## config.mk

```make
export PLATFORM = sky130hd
export DESIGN_NAME = sram_sprite_reader
export DESIGN_NICKNAME = d
export VERILOG_FILES = /design/src/rtl/sram_sprite_reader.sv
export SDC_FILE = /design/constraint.sdc
export NUM_CORES = 1
export LEC_CHECK = 0
export ABC_AREA = 1
export BUFFER_PORTS_ARGS = -buffer_cell sky130_fd_sc_hd__buf_2
export CAP_MARGIN = 20
export CORE_MARGIN = 5
export CORE_UTILIZATION = 45
export CTS_CLUSTER_DIAMETER = 100
export DETAILED_ROUTE_END_ITERATION = 10
export GPL_ROUTABILITY_DRIVEN = 0
export PLACE_DENSITY = 0.79
export SYNTH_ARGS = -nofsm -noshare
export SYNTH_HDL_FRONTEND = slang
export SYNTH_SLANG_ARGS = --single-unit
```

## constraint.sdc

```tcl
create_clock -name clk -period 2.3 [get_ports clk]
set_input_delay 0.46 -clock clk [delete_from_list [all_inputs] [get_ports clk]]
set_output_delay 0.46 -clock clk [all_outputs]
set_load 0.005 [all_outputs]
```

## src/rtl/sram_sprite_reader.sv

```systemverilog
// sram_sprite_reader: read-side master for a 1-cycle registered-read sprite RAM.
// It turns sprite-relative (base, x, y) requests into RAM reads and returns the
// pixel words in acceptance order through a small response FIFO.
// Optional feature macro: SPRITE_KEY_EN adds the rsp_transp output, which flags
// words that equal KEY_COLOR.
module sram_sprite_reader #(
   parameter int                    DATA_WIDTH  = 8,
   parameter int                    ADDR_WIDTH  = 16,
   parameter int                    COORD_WIDTH = 6,
   parameter int                    SPRITE_W    = 32,
   parameter int                    SPRITE_H    = 32,
   parameter int                    FIFO_DEPTH  = 4,
   parameter logic [DATA_WIDTH-1:0] KEY_COLOR   = '0
) (
   input  logic                   clk,
   input  logic                   reset,
   input  logic                   req_valid,
   output logic                   req_ready,
   input  logic [ADDR_WIDTH-1:0]  req_base,
   input  logic [COORD_WIDTH-1:0] req_x,
   input  logic [COORD_WIDTH-1:0] req_y,
   output logic                   rsp_valid,
   input  logic                   rsp_ready,
   output logic [DATA_WIDTH-1:0]  rsp_data,
   output logic                   rsp_oob,
`ifdef SPRITE_KEY_EN
   output logic                   rsp_transp,
`endif
   output logic                   ram_en,
   output logic                   ram_we,
   output logic [ADDR_WIDTH-1:0]  ram_addr,
   input  logic [DATA_WIDTH-1:0]  ram_rdata
);
   localparam int PW    = $clog2(FIFO_DEPTH);
   localparam int CNT_W = PW + 1;

   logic                  ram_en_q;
   logic [ADDR_WIDTH-1:0] ram_addr_q;
   logic                  oob1_q, v2_q, oob2_q;
   logic [CNT_W-1:0]      out_q, out_d, cnt_q, cnt_d;
   logic [PW-1:0]         wptr_q, rptr_q;
   logic [DATA_WIDTH-1:0] fifo_data [FIFO_DEPTH];
   logic                  fifo_oob  [FIFO_DEPTH];
   logic                  v1_q;
   logic                  accept, pop, push, req_oob;
   logic [ADDR_WIDTH-1:0] addr_calc;
   logic [DATA_WIDTH-1:0] push_data;

   // Address arithmetic modulo 2^ADDR_WIDTH equals full-precision math truncated.
   assign addr_calc = req_base + ADDR_WIDTH'(req_y) * ADDR_WIDTH'(SPRITE_W) + ADDR_WIDTH'(req_x);
   assign req_oob   = (32'(req_x) >= SPRITE_W) || (32'(req_y) >= SPRITE_H);

   // The outstanding counter covers S1, S2 and the FIFO, so the FIFO can never overflow.
   assign req_ready = !reset && (out_q < CNT_W'(FIFO_DEPTH));
   assign accept    = req_valid && req_ready;
   assign rsp_valid = (cnt_q != '0);
   assign pop       = rsp_valid && rsp_ready;
   assign push      = v2_q;
   assign push_data = oob2_q ? '0 : ram_rdata;

   assign ram_en    = ram_en_q;
   assign ram_we    = 1'b0;
   assign ram_addr  = ram_addr_q;
   // Outputs read as zero while empty, which also gives the reset values.
   assign rsp_data  = rsp_valid ? fifo_data[rptr_q] : '0;
   assign rsp_oob   = rsp_valid && fifo_oob[rptr_q];

   // Next-state for the outstanding and FIFO occupancy counters.
   always_comb begin
      out_d = out_q;
      cnt_d = cnt_q;
      case ({accept, pop})
         2'b10:   out_d = out_q + CNT_W'(1);
         2'b01:   out_d = out_q - CNT_W'(1);
         default: out_d = out_q;
      endcase
      case ({push, pop})
         2'b10:   cnt_d = cnt_q + CNT_W'(1);
         2'b01:   cnt_d = cnt_q - CNT_W'(1);
         default: cnt_d = cnt_q;
      endcase
   end

   // Read pipeline tags, RAM command registers, FIFO pointers and counters.
   always_ff @(posedge clk or posedge reset) begin
      if (reset) begin
         ram_en_q   <= 1'b0;
         ram_addr_q <= '0;
         v1_q       <= 1'b0;
         oob1_q     <= 1'b0;
         v2_q       <= 1'b0;
         oob2_q     <= 1'b0;
         out_q      <= '0;
         cnt_q      <= '0;
         wptr_q     <= '0;
         rptr_q     <= '0;
      end else begin
         ram_en_q <= accept && !req_oob;
         // Out-of-bounds slots issue no read, so the address holds like an idle cycle.
         if (accept && !req_oob) ram_addr_q <= addr_calc;
         v1_q   <= accept;
         oob1_q <= req_oob;
         v2_q   <= v1_q;
         oob2_q <= oob1_q;
         out_q  <= out_d;
         cnt_q  <= cnt_d;
         if (push) wptr_q <= wptr_q + PW'(1);
         if (pop)  rptr_q <= rptr_q + PW'(1);
      end
   end

   // FIFO storage; the S2 tag marks the one cycle the RAM output is valid.
   always_ff @(posedge clk) begin
      if (push) begin
         fifo_data[wptr_q] <= push_data;
         fifo_oob[wptr_q]  <= oob2_q;
      end
   end

`ifdef SPRITE_KEY_EN
   logic fifo_transp [FIFO_DEPTH];

   // Transparency is decided once at FIFO write; oob words are never transparent.
   always_ff @(posedge clk) begin
      if (push) fifo_transp[wptr_q] <= !oob2_q && (ram_rdata == KEY_COLOR);
   end

   assign rsp_transp = rsp_valid && fifo_transp[rptr_q];
`else
   logic unused_key;
   assign unused_key = ^KEY_COLOR;
`endif
endmodule

```

# ---- Yosys cells after proc, flatten, opt, wreduce, memory -nomap -nowiden
# Memories as Yosys holds them, arrays and structs flattened.
# Cells that the tools add are included.
dict set report word_totals {
  register_bits 31
  ram_bits 36
  in_bits 40
  output_inout_bits 29
  elab_cells 44
  n_memories 2
}
# memory words width read_ports rd_ports_with_merged_regs wr line_no
set memory_table {}
lappend memory_table {fifo_data 4 8 1 0 1 42} ;# logic [DATA_WIDTH-1:0] fifo_data [FIFO_DEPTH];
lappend memory_table {fifo_oob 4 1 1 0 1 43} ;# logic fifo_oob [FIFO_DEPTH];
dict set report classes {
  addsub 8
  order_cmp 3
  eq_ne 4
  n_mux 6
  reduce_logical 11
}
# op n
set ops {}
lappend ops {{$add 16x11->16} 1}
lappend ops {{$add 16x6->16} 1}
lappend ops {{$mux 8} 2}
lappend ops {{$ge 6x6->1 const B} 2}
lappend ops {{$pmux 3 s2} 2}
lappend ops {{$add 3x1->3 const B} 2}
lappend ops {{$sub 3x1->3 const B} 2}
lappend ops {{$logic_and 1x1->1} 5}
lappend ops {{$add 2x1->2 const B} 2}
lappend ops {{$eq 2x1->1 const B} 2}
lappend ops {{$eq 2x2->1 const B} 2}
lappend ops {{$reduce_bool 2->1} 2}
lappend ops {{$lt 3x3->1 const B} 1}
lappend ops {{$reduce_bool 3->1} 1}
lappend ops {{$logic_not 1->1} 2}
lappend ops {{$mux 1} 2}
lappend ops {{$logic_or 1x1->1} 1}

# ---- Depth between registers and ports, before layout
dict set report depth {
  word_depth 5
  depth_mapped 13
  mapped_depth_nobuf 13
}

# ---- Worst setup path before layout
# Ideal clock, no wire load.
dict set report synth_timing {
  kind {input to register}
  start {in req_base[5]}
  end {reg ram_addr_q[7], in the netlist ram_addr[7]}
  arrival_time_ps 1986
  required_ps 2183
  slack_ps 196
  path_stages 11
  n_path_buf 0
  cell_sequence {inv_1 > fa_1 > inv_1 > ha_1 > nand2_2 > inv_1 > nand2_1 > nand3_2 > or2_1 > nand3_1 > nand2_1}
}
dict set report synth_via {
  elab_chain_cells 2
}
# item line_no
set synth_lines {}
lappend synth_lines {{start, declared} 19} ;# input logic [ADDR_WIDTH-1:0] req_base,
lappend synth_lines {{$add 16x11->16} 50} ;# assign addr_calc = req_base + ADDR_WIDTH'(req_y) * ADDR_WIDTH'(SPRITE_W) + ADDR_WIDTH'(req_x);
lappend synth_lines {{$add 16x6->16} 50}
lappend synth_lines {{end signal, assigned} 100} ;# if (accept && !req_oob) ram_addr_q <= addr_calc;
lappend synth_lines {{end, declared} 38} ;# logic [ADDR_WIDTH-1:0] ram_addr_q;
# No other way between the ends.
# A chain may end at the register's enable or synchronous reset.

# ---- Worst setup path after layout
dict set report layout_timing {
  start {reg rptr_q[1]}
  end {out rsp_oob}
}
dict set report layout_via {
  elab_chain_cells 2
}
# item line_no
set layout_lines {}
lappend layout_lines {{start, declared} 41} ;# logic [PW-1:0] wptr_q, rptr_q;
lappend layout_lines {{start signal, assigned} 108} ;# if (pop) rptr_q <= rptr_q + PW'(1);
lappend layout_lines {{$mem_v2 4x1} --}
lappend layout_lines {{$logic_and 1x1->1} 66} ;# assign rsp_oob = rsp_valid && fifo_oob[rptr_q];
lappend layout_lines {{end, declared} 25} ;# output logic rsp_oob,
# No other way between the ends.

==> flow_metrics.tcl <==
set metrics [dict create \
    status "finished, final reports clean" \
    finalSetupViolCount 0 \
    critPathLaunch "rptr_q[1]$_DFFE_PP0P_" \
    hp-class "in -> async" \
    crit_family "buffers and inverters" \
    crit_path_max_fanout 10 \
    synth_top_family_by_area "simple AND/OR/NAND/NOR gates" \
    cts_num_sinks 67 \
    start_util 0.460 \
    die_y_um 101 \
    syn_nets 499 \
    finalMaxSlewViolations 0 \
    regToRegSetupSlack_ps 330 \
    rr_endpoint "cnt_q[2]$_DFFE_PP0P_" \
    pin_count 69 \
    cts_hold_buf 0 \
    maxCapViolations 0 \
    dr.first_iter.drc_count 114 \
    grt_max_degree 32 \
    synth_compound_area_frac 0.0672 \
    seq_area_frac_synth 0.494 \
    synth-adder-area-share 0.111 \
    cts_root_buf "clkbuf_8" \
    fmax_mhz 477 \
    drt-total-wl_um 7710 \
    worstSkewPairLatency_ps 340 \
    fin_skew_ps 5.92 \
    ys_ff_latch 67 \
    overflow 0 \
    path_buf_inv 2 \
    port_buffers 67 \
    slowest_delay_ps 360 \
    wl_per_cell_um 12.6 \
    rsz0062_at_grt "no" \
    n_antenna_cell 0 \
    via_per_inst 4.82 \
    die-area_um2 10300 \
    cts_buffers 9 \
    ys_warn_count 0 \
    grt_first_pass_wirelength_um 12800 \
    synthXorXnorAreaFrac 0.0280 \
    vias 2941 \
    critPathLaunchType "flop" \
    route.detailed.drc 0 \
    cts_setup_buffers 0 \
    crit_arrival_ps 1630 \
    grt_pass1_vias 2899 \
    drive_above_1_share 0.200 \
    antenna_found_initial 0 \
    cp_slowest_cell "dfrtp_1" \
    setup_tns_ps 0 \
    avgSynthCellArea_um2 8.78 \
    cellLeakagePower_nw 2.23 \
    clkTransAtPathRegs_ps 70 \
    hpwl_um 5880 \
    ant_nets 0 \
    worst-setup-path-type "reg -> out" \
    synthDistinctLibCells 33 \
    end_kind "output pin" \
    worstReg2RegStart "cnt_q[0]$_DFFE_PP0P_" \
    required_ps 1840 \
    fin_nets 571 \
    cts_tree "yes" \
    cts_max_level 3 \
    grtUsageTotal 0.158 \
    clockBufferDepth 2 \
    pre_cts_slack_ps -5.16 \
    yosys-mux-area-fraction 0 \
    power_mw 4.33 \
    syn2layout_area_growth_pct 16.9 \
    hold_violations 0 \
    period_share 0.911 \
    setup_slack_ps 206 \
    r2r_cells 8 \
    die_x_um 101 \
    syn_area_um2 3760 \
    power_density_nw_per_um2 986 \
    finalCriticalPeriod_ps 2090 \
    path_cells "clkinv_1 -> nor2_1 -> o21ai_0 -> a21oi_1 -> buf_2" \
    core-area_um2 8180 \
    syn_inst 428 \
    rows 33 \
    dr.pass1.iters 4 \
    irDropWorstVdd_mv 0.353 \
    yosys.area_share.simple 0.210 \
]
through the flow:
step           hold slack (ps)   util  std cells  area [um^2]
3_3_place_gp               335  0.512        594         4190
5_1_grt                    240  0.537        610         4390
6_report                   207  0.537        610         4390
3_5_place_dp               350  0.512        594         4190
2_1_floorplan              331      -        428         3760
4_1_cts                    210  0.537        610         4390
worst min-delay path, delay by kind of cell:
kind	cells	cell delay, ps
buffers and inverters	3	500
timing repair:
| item | in CTS | in global routing |
|---|---|---|
| gates resized for setup | 0 | 1 |
| hold endpoints to repair | 0 | 0 |
| setup endpoints to repair | 0 | 1 |
report_power, final:
part / switching, mW / leakage, nW / internal [mW]
Sequential: 0.196 / 0.711 / 1.56
Clock: 0.429 / 0.106 / 0.558
Combinational: 0.901 / 1.41 / 0.690
Total: 1.53 / 2.23 / 2.81
logic make-up after synthesis:
family,count (synthesis)
AND/OR/NAND/NOR,190
buffers and inverters,80
flip-flops,67
AO/OA/AOI/OAI,47
adder cells (fa/ha/maj),31
XOR/XNOR,12
other,1
cells in the mapped netlist:
master | instances | area share
o21ai_2 | 4 | 0.0093
or2_1 | 1 | 0.0017
inv_2 | 2 | 0.0020
buf_6 | 3 | 0.0090
o21ai_0 | 24 | 0.032
ha_1 | 27 | 0.090
a21oi_1 | 16 | 0.021
edfxtp_1 | 36 | 0.29
nand2_2 | 2 | 0.0033
and2_1 | 1 | 0.0017
or2_0 | 1 | 0.0017
or2_4 | 1 | 0.0023
xnor2_1 | 7 | 0.016
buf_2 | 3 | 0.0040
fa_1 | 4 | 0.021
nand2_1 | 97 | 0.097
dfrtp_1 | 31 | 0.21
nand4_1 | 2 | 0.0033
nor3_1 | 2 | 0.0027
clkinv_1 | 1 | 0.0010
buf_4 | 2 | 0.0040
nand3b_1 | 3 | 0.0060
nor2_1 | 59 | 0.059
nor2_2 | 2 | 0.0033
o21ai_1 | 2 | 0.0027
inv_1 | 66 | 0.066
nor2_4 | 1 | 0.0030
a21boi_0 | 1 | 0.0020
nand3_1 | 17 | 0.023
xor2_1 | 5 | 0.012
clkbuf_1 | 3 | 0.0030
nand3_2 | 1 | 0.0027
conb_1 | 1 | 0.0010
routing by layer:
metal  vias to the layer above  part of all wire  track usage
met1                      1349              0.43        0.188
met3                        15             0.065       0.0393
met2                        84              0.49        0.276
met5                         -                 0            0
met4                         0             0.020       0.0624
li1                       1493                 -            -
sequential cells by signal, indices dropped and copies added (netlist names):
name / count
oob1_q: 1
fifo_data: 32
v1_q: 1
wptr_q: 2
out_q: 3
push: 1
rptr_q: 2
ram_addr: 16
cnt_q: 3
fifo_oob: 4
oob2_q: 1
ram_en: 1
final cells by class:
| type | count | area [um^2] |
|---|---|---|
| tap | 105 | 131 |
| multi-input combinational | 281 | 1570 |
| clock buffer | 12 | 155 |
| clock inverter | 4 | 48.8 |
| timing repair buffer | 72 | 373 |
| sequential | 67 | 1860 |
| inverter | 69 | 259 |
| fill | 724 | 3780 |
layout by cell type, fill, tap and decap left out, types with 2 or more instances in the layout:
cell type  instances
o21ai_0           24
a21oi_1           16
clkinv_2           2
o21ai_1            2
fa_1               4
buf_2             67
clkbuf_8          11
nor2_1            59
edfxtp_1          36
inv_2              2
nor2_2             2
nand4_1            2
nand2_1           97
dfrtp_1           30
xnor2_1            7
nand3_1           17
buf_4              5
xor2_1             5
o21ai_2            4
ha_1              27
nand2_2            2
nor3_1             2
inv_1             66
nand3b_1           3
how the worst max path moves through the flow:
stage                                to  depth (start not counted)  slack [ps]
6_report                        rsp_oob                          5         210
3_3_place_gp   ram_addr[14]$_DFFE_PP0P_                         14          50
5_1_grt                     rsp_data[4]                          5          80
2_1_floorplan   ram_addr[7]$_DFFE_PP0P_                         11         200
3_5_place_dp   ram_addr[14]$_DFFE_PP0P_                         14          -5
4_1_cts                     rsp_data[5]                          6         150
No activity file was read; power rests on OpenSTA's default activity.
